$ cat src/rtl/sram_rr_arbiter.sv
// sram_rr_arbiter: five-way round-robin arbiter sequencing single-port async SRAM accesses
module sram_rr_arbiter #(
  parameter int ACCESS_CYCLES = 2,
  parameter int TURN_CYCLES = 1
) (
  input  logic        clk,
  input  logic        reset,
  input  logic        run,
  input  logic [4:0]  req_valid,
  input  logic [4:0]  req_we,
  input  logic [79:0] req_addr,
  input  logic [79:0] req_wdata,
  output logic [4:0]  done,
  output logic [15:0] rdata,
  output logic        busy,
  output logic [15:0] sram_addr,
  output logic [15:0] sram_wdata,
  output logic        sram_wdata_oe,
  output logic        sram_ce_n,
  output logic        sram_we_n,
  output logic        sram_oe_n,
  input  logic [15:0] sram_rdata
);
  typedef enum logic [1:0] {IDLE, ACCESS, DONE, TURN} state_t;
  state_t state, nxt;
  logic [3:0] cnt;
  logic [2:0] rr_ptr, idx, gnt, c;
  logic gnt_ok, we, a_we;
  logic [15:0] addr, wdata, a_addr, a_wdata;
  // scan farthest to nearest so the closest requester after rr_ptr wins
  always_comb begin
    gnt = rr_ptr;
    gnt_ok = 1'b0;
    c = '0;
    for (int k = 5; k >= 1; k--) begin
      c = 3'((32'(rr_ptr) + k) % 5);
      if (req_valid[c]) begin
        gnt = c;
        gnt_ok = 1'b1;
      end
    end
  end
  always_comb begin
    nxt = state;
    case (state)
      IDLE:    nxt = (run && gnt_ok) ? ACCESS : IDLE;
      ACCESS:  nxt = (cnt == 4'(ACCESS_CYCLES - 1)) ? DONE : ACCESS;
      DONE:    nxt = (TURN_CYCLES > 0) ? TURN : IDLE;
      default: nxt = (cnt == 4'(TURN_CYCLES - 1)) ? IDLE : TURN;
    endcase
  end
  // bus values for the upcoming ACCESS cycle: fresh request on grant, latched copy afterwards
  assign a_we    = (state == IDLE) ? req_we[gnt] : we;
  assign a_addr  = (state == IDLE) ? req_addr[{gnt, 4'b0} +: 16] : addr;
  assign a_wdata = (state == IDLE) ? req_wdata[{gnt, 4'b0} +: 16] : wdata;
  always_ff @(posedge clk or posedge reset) begin
    if (reset) begin
      state <= IDLE;
      cnt <= '0;
      rr_ptr <= 3'd4;
      idx <= '0;
      we <= 1'b0;
      addr <= '0;
      wdata <= '0;
      done <= '0;
      rdata <= '0;
      busy <= 1'b0;
      sram_addr <= 16'hFFFF;
      sram_wdata <= '0;
      sram_wdata_oe <= 1'b0;
      sram_ce_n <= 1'b1;
      sram_we_n <= 1'b1;
      sram_oe_n <= 1'b1;
    end else begin
      state <= nxt;
      cnt <= (nxt != state) ? 4'd0 : cnt + 4'd1;
      busy <= (nxt != IDLE);
      done <= (nxt == DONE) ? 5'(1) << idx : 5'd0;
      if (state == IDLE && nxt == ACCESS) begin
        rr_ptr <= gnt;
        idx <= gnt;
        we <= a_we;
        addr <= a_addr;
        wdata <= a_wdata;
      end
      if (state == ACCESS && nxt == DONE && !we) rdata <= sram_rdata;
      sram_ce_n <= (nxt != ACCESS);
      sram_addr <= (nxt == ACCESS) ? a_addr : 16'hFFFF;
      sram_wdata <= (nxt == ACCESS) ? a_wdata : 16'h0000;
      sram_wdata_oe <= (nxt == ACCESS) && a_we;
      sram_we_n <= !((nxt == ACCESS) && a_we);
      sram_oe_n <= !((nxt == ACCESS) && !a_we);
    end
  end
endmodule

$ cat config.mk
export PLATFORM = sky130hd
export DESIGN_NAME = sram_rr_arbiter
export DESIGN_NICKNAME = d
export VERILOG_FILES = /design/src/rtl/sram_rr_arbiter.sv
export SDC_FILE = /design/constraint.sdc
export NUM_CORES = 1
export LEC_CHECK = 0
export BUFFER_PORTS_ARGS = -buffer_cell sky130_fd_sc_hd__buf_2
export CELL_PAD_IN_SITES_DETAIL_PLACEMENT = 1
export CELL_PAD_IN_SITES_GLOBAL_PLACEMENT = 2
export CORE_MARGIN = 2
export CORE_UTILIZATION = 27
export CTS_CLUSTER_SIZE = 10
export DETAILED_ROUTE_END_ITERATION = 8
export PLACE_DENSITY_LB_ADDON = 0.1
export SLEW_MARGIN = 20
export SYNTH_ARGS = -nofsm -noshare
export SYNTH_HDL_FRONTEND = slang
export SYNTH_SLANG_ARGS = --single-unit
$ cat constraint.sdc
create_clock -name clk -period 5 [get_ports clk]
set_input_delay 0.75 -clock clk [delete_from_list [all_inputs] [get_ports clk]]
set_output_delay 0.75 -clock clk [all_outputs]
set_load 0.03 [all_outputs]
==> impl_metrics.tcl, run 1 <==
set metrics [dict create \
    grt_pass1_wl_mm 38.6 \
    antenna_left 0 \
    worstSetupStartpointType "flop" \
    timing.hold.worst.class "reg2reg" \
    hold_viol_final 0 \
    postLayoutSetupSlackWorst_ns 0.181 \
    synth.yosys.warnings 0 \
    critical_path.endpoint_type "flop" \
    average_via_count_per_standard_cell 4.97 \
    synth-main-ff-cell "sky130_fd_sc_hd__dfrtp_1" \
    path_clk_slew_ns 0.08 \
    outcome "finished, final reports clean" \
    placement.io_buffers 246 \
    grt_max_degree 67 \
    cp_max_fo 13 \
    area_growth_syn_to_layout_pct 35.4 \
    later_pin_clock_latency_in_the_skew_report_ns 0.36 \
    skew_ns 0.0208 \
    floorplan.rows 59 \
    io_pins 247 \
    cp.arrival_ns 5.03 \
    overall_die_area_sq_um 27700 \
    avgSynthCellArea_sq_um 9.77 \
    place.gp.congestion 0.773 \
    yosys.cell_types.count 80 \
    remaining_drc_errors 0 \
    die_width_microns 167 \
    via_count_of_the_first_global_routing_pass 6940 \
    drt_iter0_markers 288 \
    grt_overflow 0 \
    drt-pass1-iter-count 7 \
    fmax_mhz 208 \
    detailed_place_hpwl_mm 18.5 \
    cap_viol_max_count 0 \
    num_vias 6670 \
    timing.setup.critical_path_class "reg2reg" \
    fin_max_slew_vios 0 \
    fp.coreArea_sq_um 26000 \
    clock-sinks 101 \
    grt_antenna_before_repair 1 \
    die_y_microns 167 \
    synth_enable_flop_cells 0 \
    layout_min_cycle_time_ns 4.82 \
    final_common_cell "sky130_fd_sc_hd__buf_2" \
    timing.final.crit_share 0.964 \
    max_slew_margin 0.381 \
    cts_max_level 3 \
    hold_buffer_count_at_cts 0 \
    fin_setup_tns_ns 0 \
    start_util 0.275 \
    worstPathRequired_ns 5.21 \
    clockBufferDepth 2 \
    cts_made_buffers 9 \
    synthesis.area_sq_um 7130 \
    number_of_diodes 0 \
    final_net_count 1222 \
    tritoncts "yes" \
    routed_wl_mm 24.9 \
    dp_slack_ns -0.00355 \
    tightest_slew_ns 0.925 \
    groute.usage.overall 0.173 \
    async_flop_share 1.00 \
    setup_viol 0 \
    clock_tree.root_cell "sky130_fd_sc_hd__clkbuf_16" \
    layout-drive-gt1-share 0.444 \
    synth_seq_cells 101 \
    layout.cells.most_common_list "sky130_fd_sc_hd__buf_2, sky130_fd_sc_hd__nor2_1, sky130_fd_sc_hd__dfrtp_1, sky130_fd_sc_hd__buf_4, sky130_fd_sc_hd__mux2i_1" \
    post_synthesis_sequential_area_ratio 0.358 \
    mappedNetlistNets 950 \
    syn-instance-count 730 \
    wire_per_inst_microns 18.5 \
]
registers in the layout (all words and copies together), names as in the netlist:
signal	flops
sram_addr	16
state	2
cnt	4
idx	1
addr	16
done	5
sram_ce_n	1
sram_wdata	16
busy	1
sram_wdata_oe	1
rdata	16
sram_oe_n	1
we	1
sram_we_n	1
rr_ptr	3
wdata	16
per-layer routing:
metal / vias to the layer above / track usage / share of wire
met5: - / 0 / 0.00052
met4: 2 / 0.0315 / 0.012
met3: 17 / 0.0404 / 0.052
met2: 178 / 0.293 / 0.49
met1: 3228 / 0.226 / 0.45
li1: 3245 / - / -
cells by family after synthesis:
kind of cell / synth area share
AND/OR/NAND/NOR: 0.134
AO/OA/AOI/OAI: 0.214
multiplexers: 0.176
flip-flops: 0.358
buffers and inverters: 0.0454
adder cells (fa/ha/maj): 0.0554
XOR/XNOR: 0.0170
path summary, 6_finish.rpt:
kind                                start             end  slack (ns)  depth (start not counted)
min in group asynchronous           reset       rdata[12]        0.54                          2
worst min-delay path            rdata[13]       rdata[13]        0.51                          1
max in group asynchronous           reset    sram_addr[7]        3.39                          3
worst max register to register  rr_ptr[2]  sram_wdata[11]        0.18                         20
worst max-delay path            rr_ptr[2]  sram_wdata[11]        0.18                         20
worst min register to register  rdata[13]       rdata[13]        0.51                          1
timing repair:
item / 4_1_cts / 5_1_grt
buffers inserted: 0 / 16
resized for setup: 0 / 47
setup endpoints to repair: 0 / 68
endpoints found under the hold margin: 0 / 0
layout make-up:
cell class | instances | area [sq um]
tap | 335 | 419
clock inverter | 7 | 91.3
clock buffer | 9 | 225
sequential | 101 | 2550
timing repair buffer | 308 | 1810
inverter | 22 | 90.1
multi-input combinational | 560 | 4470
fill | 3043 | 16300
cell usage after synthesis (all sizes together) (3+ instances only):
| library cell | number | area [sq um] |
|---|---|---|
| ha | 30 | 375 |
| o211ai | 5 | 37.5 |
| a22oi | 5 | 37.5 |
| a21boi | 18 | 135 |
| nor2b | 4 | 25.0 |
| buf | 26 | 163 |
| and3 | 4 | 25.0 |
| o21ai | 15 | 82.6 |
| a21o | 4 | 30.0 |
| o21a | 3 | 22.5 |
| nor4 | 4 | 25.0 |
| nand4 | 3 | 18.8 |
| dfstp | 20 | 526 |
| inv | 21 | 78.8 |
| xor2 | 3 | 33.8 |
| nor3b | 3 | 22.5 |
| nand3b | 3 | 26.3 |
| nor3 | 9 | 50.1 |
| a21oi | 37 | 193 |
| mux2 | 55 | 627 |
| mux2i | 55 | 563 |
| xnor2 | 7 | 87.6 |
| clkbuf | 21 | 78.8 |
| a222oi | 17 | 170 |
| nand2b | 10 | 62.6 |
| or2 | 3 | 18.8 |
| nand3 | 9 | 45.0 |
| o31ai | 4 | 30.0 |
| dfrtp | 81 | 2030 |
| a211o | 6 | 52.6 |
| mux4 | 3 | 67.6 |
| a211oi | 27 | 225 |
| nor2 | 112 | 420 |
| and2 | 6 | 37.5 |
| a31oi | 5 | 52.6 |
| nand2 | 33 | 124 |
| o2bb2ai | 34 | 298 |
critical path, stage by stage, from the launching register on:
cell and delay, ns:
sky130_fd_sc_hd__dfstp_2 0.57, sky130_fd_sc_hd__clkinvlp_4 0.18, sky130_fd_sc_hd__ha_4 0.26, sky130_fd_sc_hd__o21a_1 0.20
sky130_fd_sc_hd__a21oi_2 0.15, sky130_fd_sc_hd__xnor2_2 0.14, sky130_fd_sc_hd__ha_2 0.20, sky130_fd_sc_hd__fa_2 0.19
sky130_fd_sc_hd__a21bo_4 0.25, sky130_fd_sc_hd__o31a_1 0.27, sky130_fd_sc_hd__a2111o_1 0.36, sky130_fd_sc_hd__a21oi_2 0.20
sky130_fd_sc_hd__a31oi_4 0.06, sky130_fd_sc_hd__buf_4 0.15, sky130_fd_sc_hd__a211o_1 0.26, sky130_fd_sc_hd__and3_2 0.26
sky130_fd_sc_hd__and3_2 0.22, sky130_fd_sc_hd__buf_6 0.16, sky130_fd_sc_hd__a222oi_1 0.33, sky130_fd_sc_hd__buf_4 0.18
sky130_fd_sc_hd__a211oi_1 0.06
metrics by stage:
step | hold WS (ns) | cells | instance area, sq um | util
finish | 0.507 | 1342 | 9660 | 0.372
global route | 0.529 | 1342 | 9660 | 0.372
floorplan | 0.480 | 730 | 7160 | -
CTS | 0.512 | 1324 | 9300 | 0.358
global placement | 0.485 | 1308 | 8980 | 0.346
detailed placement | 0.492 | 1308 | 8980 | 0.346
Power of run 1 is not shown: default switching activity piles up to over one toggle a cycle in this logic, so the estimate is an artifact.
==> inputs of run 2 (changes only) <==
--- a/config.mk
+++ b/config.mk
@@ -5,11 +5,12 @@
 export SDC_FILE = /design/constraint.sdc
 export NUM_CORES = 1
 export LEC_CHECK = 0
+export ABC_AREA = 1
 export BUFFER_PORTS_ARGS = -buffer_cell sky130_fd_sc_hd__buf_2
 export CELL_PAD_IN_SITES_DETAIL_PLACEMENT = 1
 export CELL_PAD_IN_SITES_GLOBAL_PLACEMENT = 2
 export CORE_MARGIN = 2
-export CORE_UTILIZATION = 27
+export CORE_UTILIZATION = 25
 export CTS_CLUSTER_SIZE = 10
 export DETAILED_ROUTE_END_ITERATION = 8
 export PLACE_DENSITY_LB_ADDON = 0.1
==> impl_metrics.tcl, run 2 <==
set metrics [dict create \
    outcome "finished, final reports clean" \
    synth-main-ff-cell "sky130_fd_sc_hd__dfrtp_1" \
    setup_repair_after_global_routing_missed_its_margin "no" \
    cp_max_fo 9 \
    detailed_place_hpwl_mm 22.1 \
    place.gp.congestion 0.783 \
    die_y_microns 179 \
    cts_made_buffers 9 \
    grt_pass1_wl_mm 45.3 \
    skew_ns 0.0114 \
    fin_setup_tns_ns 0 \
    fin_max_slew_vios 0 \
    synthTopCellsByCount "sky130_fd_sc_hd__nand2_1, sky130_fd_sc_hd__inv_1, sky130_fd_sc_hd__nand3_1, sky130_fd_sc_hd__nor2_1, sky130_fd_sc_hd__dfrtp_1" \
    hold_viol_final 0 \
    timing.setup.critical_path_class "reg2reg" \
    synth.yosys.warnings 0 \
    tritoncts "yes" \
    cap_viol_max_count 0 \
    fmax_mhz 218 \
    num_vias 7944 \
    path_clk_slew_ns 0.08 \
    async_flop_share 1.00 \
    timing.final.crit_share 0.919 \
    max_slew_margin 0.453 \
    placement.io_buffers 246 \
    layout.cells.most_common_list "sky130_fd_sc_hd__nand2_1, sky130_fd_sc_hd__buf_2, sky130_fd_sc_hd__inv_1, sky130_fd_sc_hd__nand3_1, sky130_fd_sc_hd__nor2_1" \
    regToRegEndpoint "rr_ptr[0]" \
    grt_overflow 0 \
    remaining_drc_errors 0 \
    min_delay_endpoint "done[0]" \
    groute.usage.overall 0.183 \
    layout-drive-gt1-share 0.279 \
    clock_tree.root_cell "sky130_fd_sc_hd__clkbuf_16" \
    floorplan.rows 64 \
    overall_die_area_sq_um 32200 \
    yosys.cell_types.count 42 \
    via_count_of_the_first_global_routing_pass 8205 \
    critical_path.endpoint_type "flop" \
    clock-sinks 101 \
    grt_max_degree 68 \
    synth.top_cells.by_area "sky130_fd_sc_hd__dfrtp_1, sky130_fd_sc_hd__nand2_1, sky130_fd_sc_hd__nand3_1, sky130_fd_sc_hd__inv_1, sky130_fd_sc_hd__dfstp_2" \
    final_net_count 1601 \
    mappedNetlistNets 1360 \
    multi_input_area_sq_um 3990 \
    start_util 0.253 \
    die_width_microns 179 \
    area_growth_syn_to_layout_pct 28.9 \
    min_path_cells 1 \
    final_common_cell "sky130_fd_sc_hd__nand2_1" \
    average_via_count_per_standard_cell 4.45 \
    seq_area_sq_um 2550 \
    syn-instance-count 1140 \
    drt_iter0_markers 318 \
    synthesis.area_sq_um 7680 \
    yosys.area.top_type "sky130_fd_sc_hd__dfrtp_1" \
    cts_max_level 3 \
    io_pins 247 \
    synthDominantCellAreaShare 0.264 \
    routed_wl_mm 30.2 \
    cp.arrival_ns 4.85 \
    layout_min_cycle_time_ns 4.60 \
    worstPathRequired_ns 5.25 \
    clockBufferDepth 2 \
    hold_buffer_count_at_cts 0 \
    grt_antenna_before_repair 7 \
    post_synthesis_sequential_area_ratio 0.332 \
    num-fill-cells 3943 \
    later_pin_clock_latency_in_the_skew_report_ns 0.37 \
    ff2ff_setup_slack_ns 0.40 \
    most_common_cell_in_the_netlist "sky130_fd_sc_hd__nand2_1" \
    synth_enable_flop_cells 0 \
    tightest_slew_ns 0.820 \
    fp.coreArea_sq_um 30400 \
    ff2ff_path_depth 25 \
    critical_path.reg2reg.startpoint "rr_ptr[2]" \
    wire_per_inst_microns 16.9 \
    timing.hold.worst.class "reg2reg" \
    synth_seq_cells 101 \
    avgSynthCellArea_sq_um 6.74 \
    drt-pass1-iter-count 4 \
    min_from "idx[2]" \
    worstSetupStartpointType "flop" \
    antenna_left 0 \
    setup_viol 0 \
]
run 2: cell types whose count changed after synthesis, sizes merged, moves of 16 or more:
| cell | change |
|---|---|
| a2bb2oi | +16 |
| mux2 | -39 |
| inv | +222 |
| nand2 | +250 |
| a211oi | -27 |
| mux2i | -55 |
| or2 | +16 |
| o2bb2ai | -34 |
| a222oi | -17 |
| nand3 | +176 |
run 2: metal layers:
metal / vias up / GRT usage / part of all wire
met5: - / 0 / 0.0019
met4: 8 / 0.0433 / 0.017
met3: 35 / 0.0360 / 0.058
met2: 209 / 0.301 / 0.45
met1: 3707 / 0.246 / 0.47
li1: 3985 / - / -
run 2: per-stage QoR:
step           instances  area, sq um   util  hold slack, ns  setup slack, ns
6_report            1784         9900  0.325           0.499            0.404
5_1_grt             1782         9900  0.325           0.521          0.00978
4_1_cts             1771         9680  0.318           0.494           0.0795
3_5_place_dp        1755         9340  0.307           0.483           0.0607
3_3_place_gp        1755         9340  0.307           0.482            0.210
2_1_floorplan       1140         7680      -           0.453            0.724
run 2: final cells by class:
cell class	instances	area share
multi-input cells	745	0.403
clock inverters	7	0.0116
well taps	396	0.0500
inverters	246	0.0935
clock buffers	9	0.0227
repair buffers	278	0.161
flip-flops and latches	101	0.258
diodes	2	0.000505
run 2: timing repair:
item / in CTS / in global routing
setup endpoints to repair: 0 / 71
buffers inserted: 0 / 6
resized for setup: 0 / 15
run 2: worst max path at each step:
stage | from | cells after the start | slack (ns) | to
3_5_place_dp | rr_ptr[2] | 28 | 0.06 | wdata[10]
5_1_grt | rr_ptr[2] | 29 | 0.01 | sram_wdata[10]
3_3_place_gp | rr_ptr[2] | 28 | 0.21 | wdata[5]
4_1_cts | rr_ptr[2] | 28 | 0.08 | wdata[10]
6_report | rr_ptr[2] | 25 | 0.40 | rr_ptr[0]
2_1_floorplan | rr_ptr[0] | 36 | 0.72 | wdata[13]
run 2: kinds of logic (layout without fill, tap and decap cells):
group | Yosys count | in the layout | share of synthesized area
AO/OA/AOI/OAI | 83 | 83 | 0.0726
XOR/XNOR | 8 | 8 | 0.0111
adder cells (fa/ha/maj) | 31 | 31 | 0.0515
buffers and inverters | 296 | 540 | 0.160
flip-flops | 101 | 101 | 0.332
multiplexers | 16 | 16 | 0.0234
other | 0 | 2 | 0
AND/OR/NAND/NOR | 605 | 607 | 0.349
run 2: worst max-delay path: stages, from the launching register on:
cell and delay, ns:
sky130_fd_sc_hd__dfstp_2 0.61, sky130_fd_sc_hd__inv_2 0.12, sky130_fd_sc_hd__ha_1 0.36, sky130_fd_sc_hd__o21ai_1 0.13, sky130_fd_sc_hd__nand2_1 0.10, sky130_fd_sc_hd__xor2_1 0.17
sky130_fd_sc_hd__ha_1 0.20, sky130_fd_sc_hd__fa_1 0.36, sky130_fd_sc_hd__inv_1 0.06, sky130_fd_sc_hd__nor2_1 0.05, sky130_fd_sc_hd__nand2_2 0.13, sky130_fd_sc_hd__xor2_4 0.23
sky130_fd_sc_hd__nand2_1 0.07, sky130_fd_sc_hd__o21ai_0 0.07, sky130_fd_sc_hd__inv_1 0.06, sky130_fd_sc_hd__o21ai_1 0.11, sky130_fd_sc_hd__inv_1 0.06, sky130_fd_sc_hd__o21a_1 0.20
sky130_fd_sc_hd__nand2_1 0.06, sky130_fd_sc_hd__nor2_1 0.04, sky130_fd_sc_hd__nand2_1 0.06, sky130_fd_sc_hd__nand2_1 0.17, sky130_fd_sc_hd__nor2_4 0.14, sky130_fd_sc_hd__clkinv_1 0.33
sky130_fd_sc_hd__buf_4 0.32, sky130_fd_sc_hd__o21ai_0 0.26
Power of run 2 is left out for the same reason.
==> inputs of run 3 (changes only) <==
--- a/config.mk
+++ b/config.mk
@@ -6,7 +6,7 @@
 export NUM_CORES = 1
 export LEC_CHECK = 0
 export ABC_AREA = 1
-export BUFFER_PORTS_ARGS = -buffer_cell sky130_fd_sc_hd__buf_2
+export BUFFER_PORTS_ARGS = -buffer_cell sky130_fd_sc_hd__buf_4
 export CELL_PAD_IN_SITES_DETAIL_PLACEMENT = 1
 export CELL_PAD_IN_SITES_GLOBAL_PLACEMENT = 2
 export CORE_MARGIN = 2
==> impl_metrics.tcl, run 3 (synthesis gave the netlist of run 2 again) <==
set metrics [dict create \
    timing.final.crit_share 0.911 \
    worstPathRequired_ns 5.27 \
    placedCellCount 1759 \
    critical_path.endpoint_type "flop" \
    overall_die_area_sq_um 32200 \
    finish.cell_count_without_fillers 1782 \
    place.gp.congestion 0.787 \
    grt_use_met2 0.303 \
    cts_max_level 3 \
    timing.hold.worst.class "reg2reg" \
    die_y_microns 179 \
    grt_overflow 0 \
    post_dp_cell_area_sq_um 10000 \
    global_route.usage.met3 0.0466 \
    layout-drive-gt1-share 0.278 \
    final_common_cell "sky130_fd_sc_hd__buf_4" \
    die_width_microns 179 \
    tightest_slew_ns 0.902 \
    grt_pass1_wl_mm 45.1 \
    cp-endpoint "sram_addr[2]" \
    layout_min_cycle_time_ns 4.55 \
    worstSetupStartpointType "flop" \
    antenna_left 0 \
    groute.usage.overall 0.181 \
    wire_per_inst_microns 16.3 \
    drt_iter0_markers 253 \
    cts_made_buffers 9 \
    placement.io_buffers 246 \
    num_vias 7779 \
    ff2ff_path_depth 27 \
    layout.cells.most_common_list "sky130_fd_sc_hd__buf_4, sky130_fd_sc_hd__nand2_1, sky130_fd_sc_hd__inv_1, sky130_fd_sc_hd__nand3_1, sky130_fd_sc_hd__nor2_1" \
    routed_wl_mm 29.1 \
    cap_viol_max_count 0 \
    cp_max_fo 35 \
    cp.arrival_ns 4.83 \
    clock_tree.root_cell "sky130_fd_sc_hd__clkbuf_16" \
    start_util 0.253 \
    grt_antenna_before_repair 4 \
    hold_viol_final 0 \
    final_design_area_no_fill_sq_um 10400 \
    gr-usage-met1 0.239 \
    via_count_of_the_first_global_routing_pass 8212 \
    final_net_count 1599 \
    fmax_mhz 220 \
    area_growth_syn_to_layout_pct 35.6 \
    regToRegEndpoint "sram_addr[2]" \
    globalRoute.busiestLayer "met2" \
    clockBufferDepth 2 \
    detailed_place_hpwl_mm 22.4 \
    later_pin_clock_latency_in_the_skew_report_ns 0.36 \
    critical_path.reg2reg.startpoint "rr_ptr[2]" \
    path_clk_slew_ns 0.08 \
    fin_max_slew_vios 0 \
    timing.setup.critical_path_class "reg2reg" \
    max_slew_margin 0.398 \
    setup_viol 0 \
    remaining_drc_errors 0 \
    average_via_count_per_standard_cell 4.37 \
    grt_max_degree 69 \
    outcome "finished, final reports clean" \
    floorplan.rows 64 \
    drt-pass1-iter-count 4 \
    ff2ff_setup_slack_ns 0.45 \
    clock-sinks 101 \
    fp.coreArea_sq_um 30400 \
    skew_ns 0.0117 \
    io_pins 247 \
    tritoncts "yes" \
    worst_setup_path_startpoint "rr_ptr[2]" \
]
==> run 3: cell types whose count changed in the layout (fill, tap and decap cells not counted), moves of 2 or more <==
cell,previous run,this run
sky130_fd_sc_hd__buf_4,22,270
sky130_fd_sc_hd__buf_12,5,7
sky130_fd_sc_hd__clkbuf_16,12,10
sky130_fd_sc_hd__nand2_2,13,16
sky130_fd_sc_hd__inv_6,1,3
sky130_fd_sc_hd__buf_2,246,0
sky130_fd_sc_hd__nand3_2,3,1
==> run 3: how the worst min path moves through the flow <==
stage	to	start	slack, ns	cells past startpoint
final	done[0]	idx[2]	0.49	1
after floorplan	done[0]	idx[2]	0.45	1
after CTS	done[0]	idx[2]	0.50	1
after global placement	done[3]	idx[2]	0.48	1
after global routing	rdata[11]	rdata[11]	0.53	1
after detailed placement	done[0]	idx[2]	0.49	1
==> run 3: worst max-delay path: stages (launching register included) <==
cell and delay, ns:
sky130_fd_sc_hd__dfstp_2 0.58, sky130_fd_sc_hd__inv_2 0.10, sky130_fd_sc_hd__ha_1 0.36, sky130_fd_sc_hd__o21ai_1 0.14, sky130_fd_sc_hd__nand2_1 0.10, sky130_fd_sc_hd__xor2_1 0.16
sky130_fd_sc_hd__ha_1 0.20, sky130_fd_sc_hd__fa_1 0.37, sky130_fd_sc_hd__inv_1 0.06, sky130_fd_sc_hd__nor2_1 0.05, sky130_fd_sc_hd__nand2_2 0.13, sky130_fd_sc_hd__xor2_4 0.23
sky130_fd_sc_hd__nand2_1 0.07, sky130_fd_sc_hd__o21ai_0 0.08, sky130_fd_sc_hd__inv_1 0.06, sky130_fd_sc_hd__o21ai_1 0.11, sky130_fd_sc_hd__inv_1 0.06, sky130_fd_sc_hd__or2_2 0.29
sky130_fd_sc_hd__nor2_1 0.14, sky130_fd_sc_hd__nor2_2 0.06, sky130_fd_sc_hd__nand2_2 0.20, sky130_fd_sc_hd__nand2_4 0.13, sky130_fd_sc_hd__buf_12 0.19, sky130_fd_sc_hd__nand2_1 0.07
sky130_fd_sc_hd__nand3_1 0.10, sky130_fd_sc_hd__nand2_1 0.15, sky130_fd_sc_hd__nand2_1 0.09, sky130_fd_sc_hd__a22oi_1 0.16
==> run 3: layout make-up <==
cell class	instances	area (sq um)
antenna	2	5.00
clock buffer	10	239
clock inverter	6	72.6
fill	3863	20000
inverter	246	926
multi-input combinational	743	3940
sequential	101	2550
tap	396	495
timing repair buffer	278	2190
==> run 3: metrics by stage <==
stage | utilization | worst slack (ns) | hold slack [ns] | setup TNS, ns
detailed placement | 0.329 | 0.218 | 0.490 | 0
global placement | 0.329 | 0.394 | 0.483 | 0
finish | 0.342 | 0.445 | 0.494 | 0
CTS | 0.339 | 0.184 | 0.501 | 0
floorplan | - | 0.724 | 0.453 | 0
global route | 0.342 | -0.00189 | 0.528 | -0.00189
==> run 3: timing repair <==
| item | CTS | global route |
|---|---|---|
| resized for setup | 0 | 7 |
| endpoints found under the setup margin | 0 | 68 |
| hold buffers | 0 | 0 |
| buffers inserted | 0 | 4 |
==> run 3: per-layer routing <==
layer  wire (microns)  part of all wire
met5               30            0.0010
met4              216            0.0074
met3             1940             0.067
met2            13500              0.46
met1            13400              0.46
Power of run 3 is left out for the same reason.
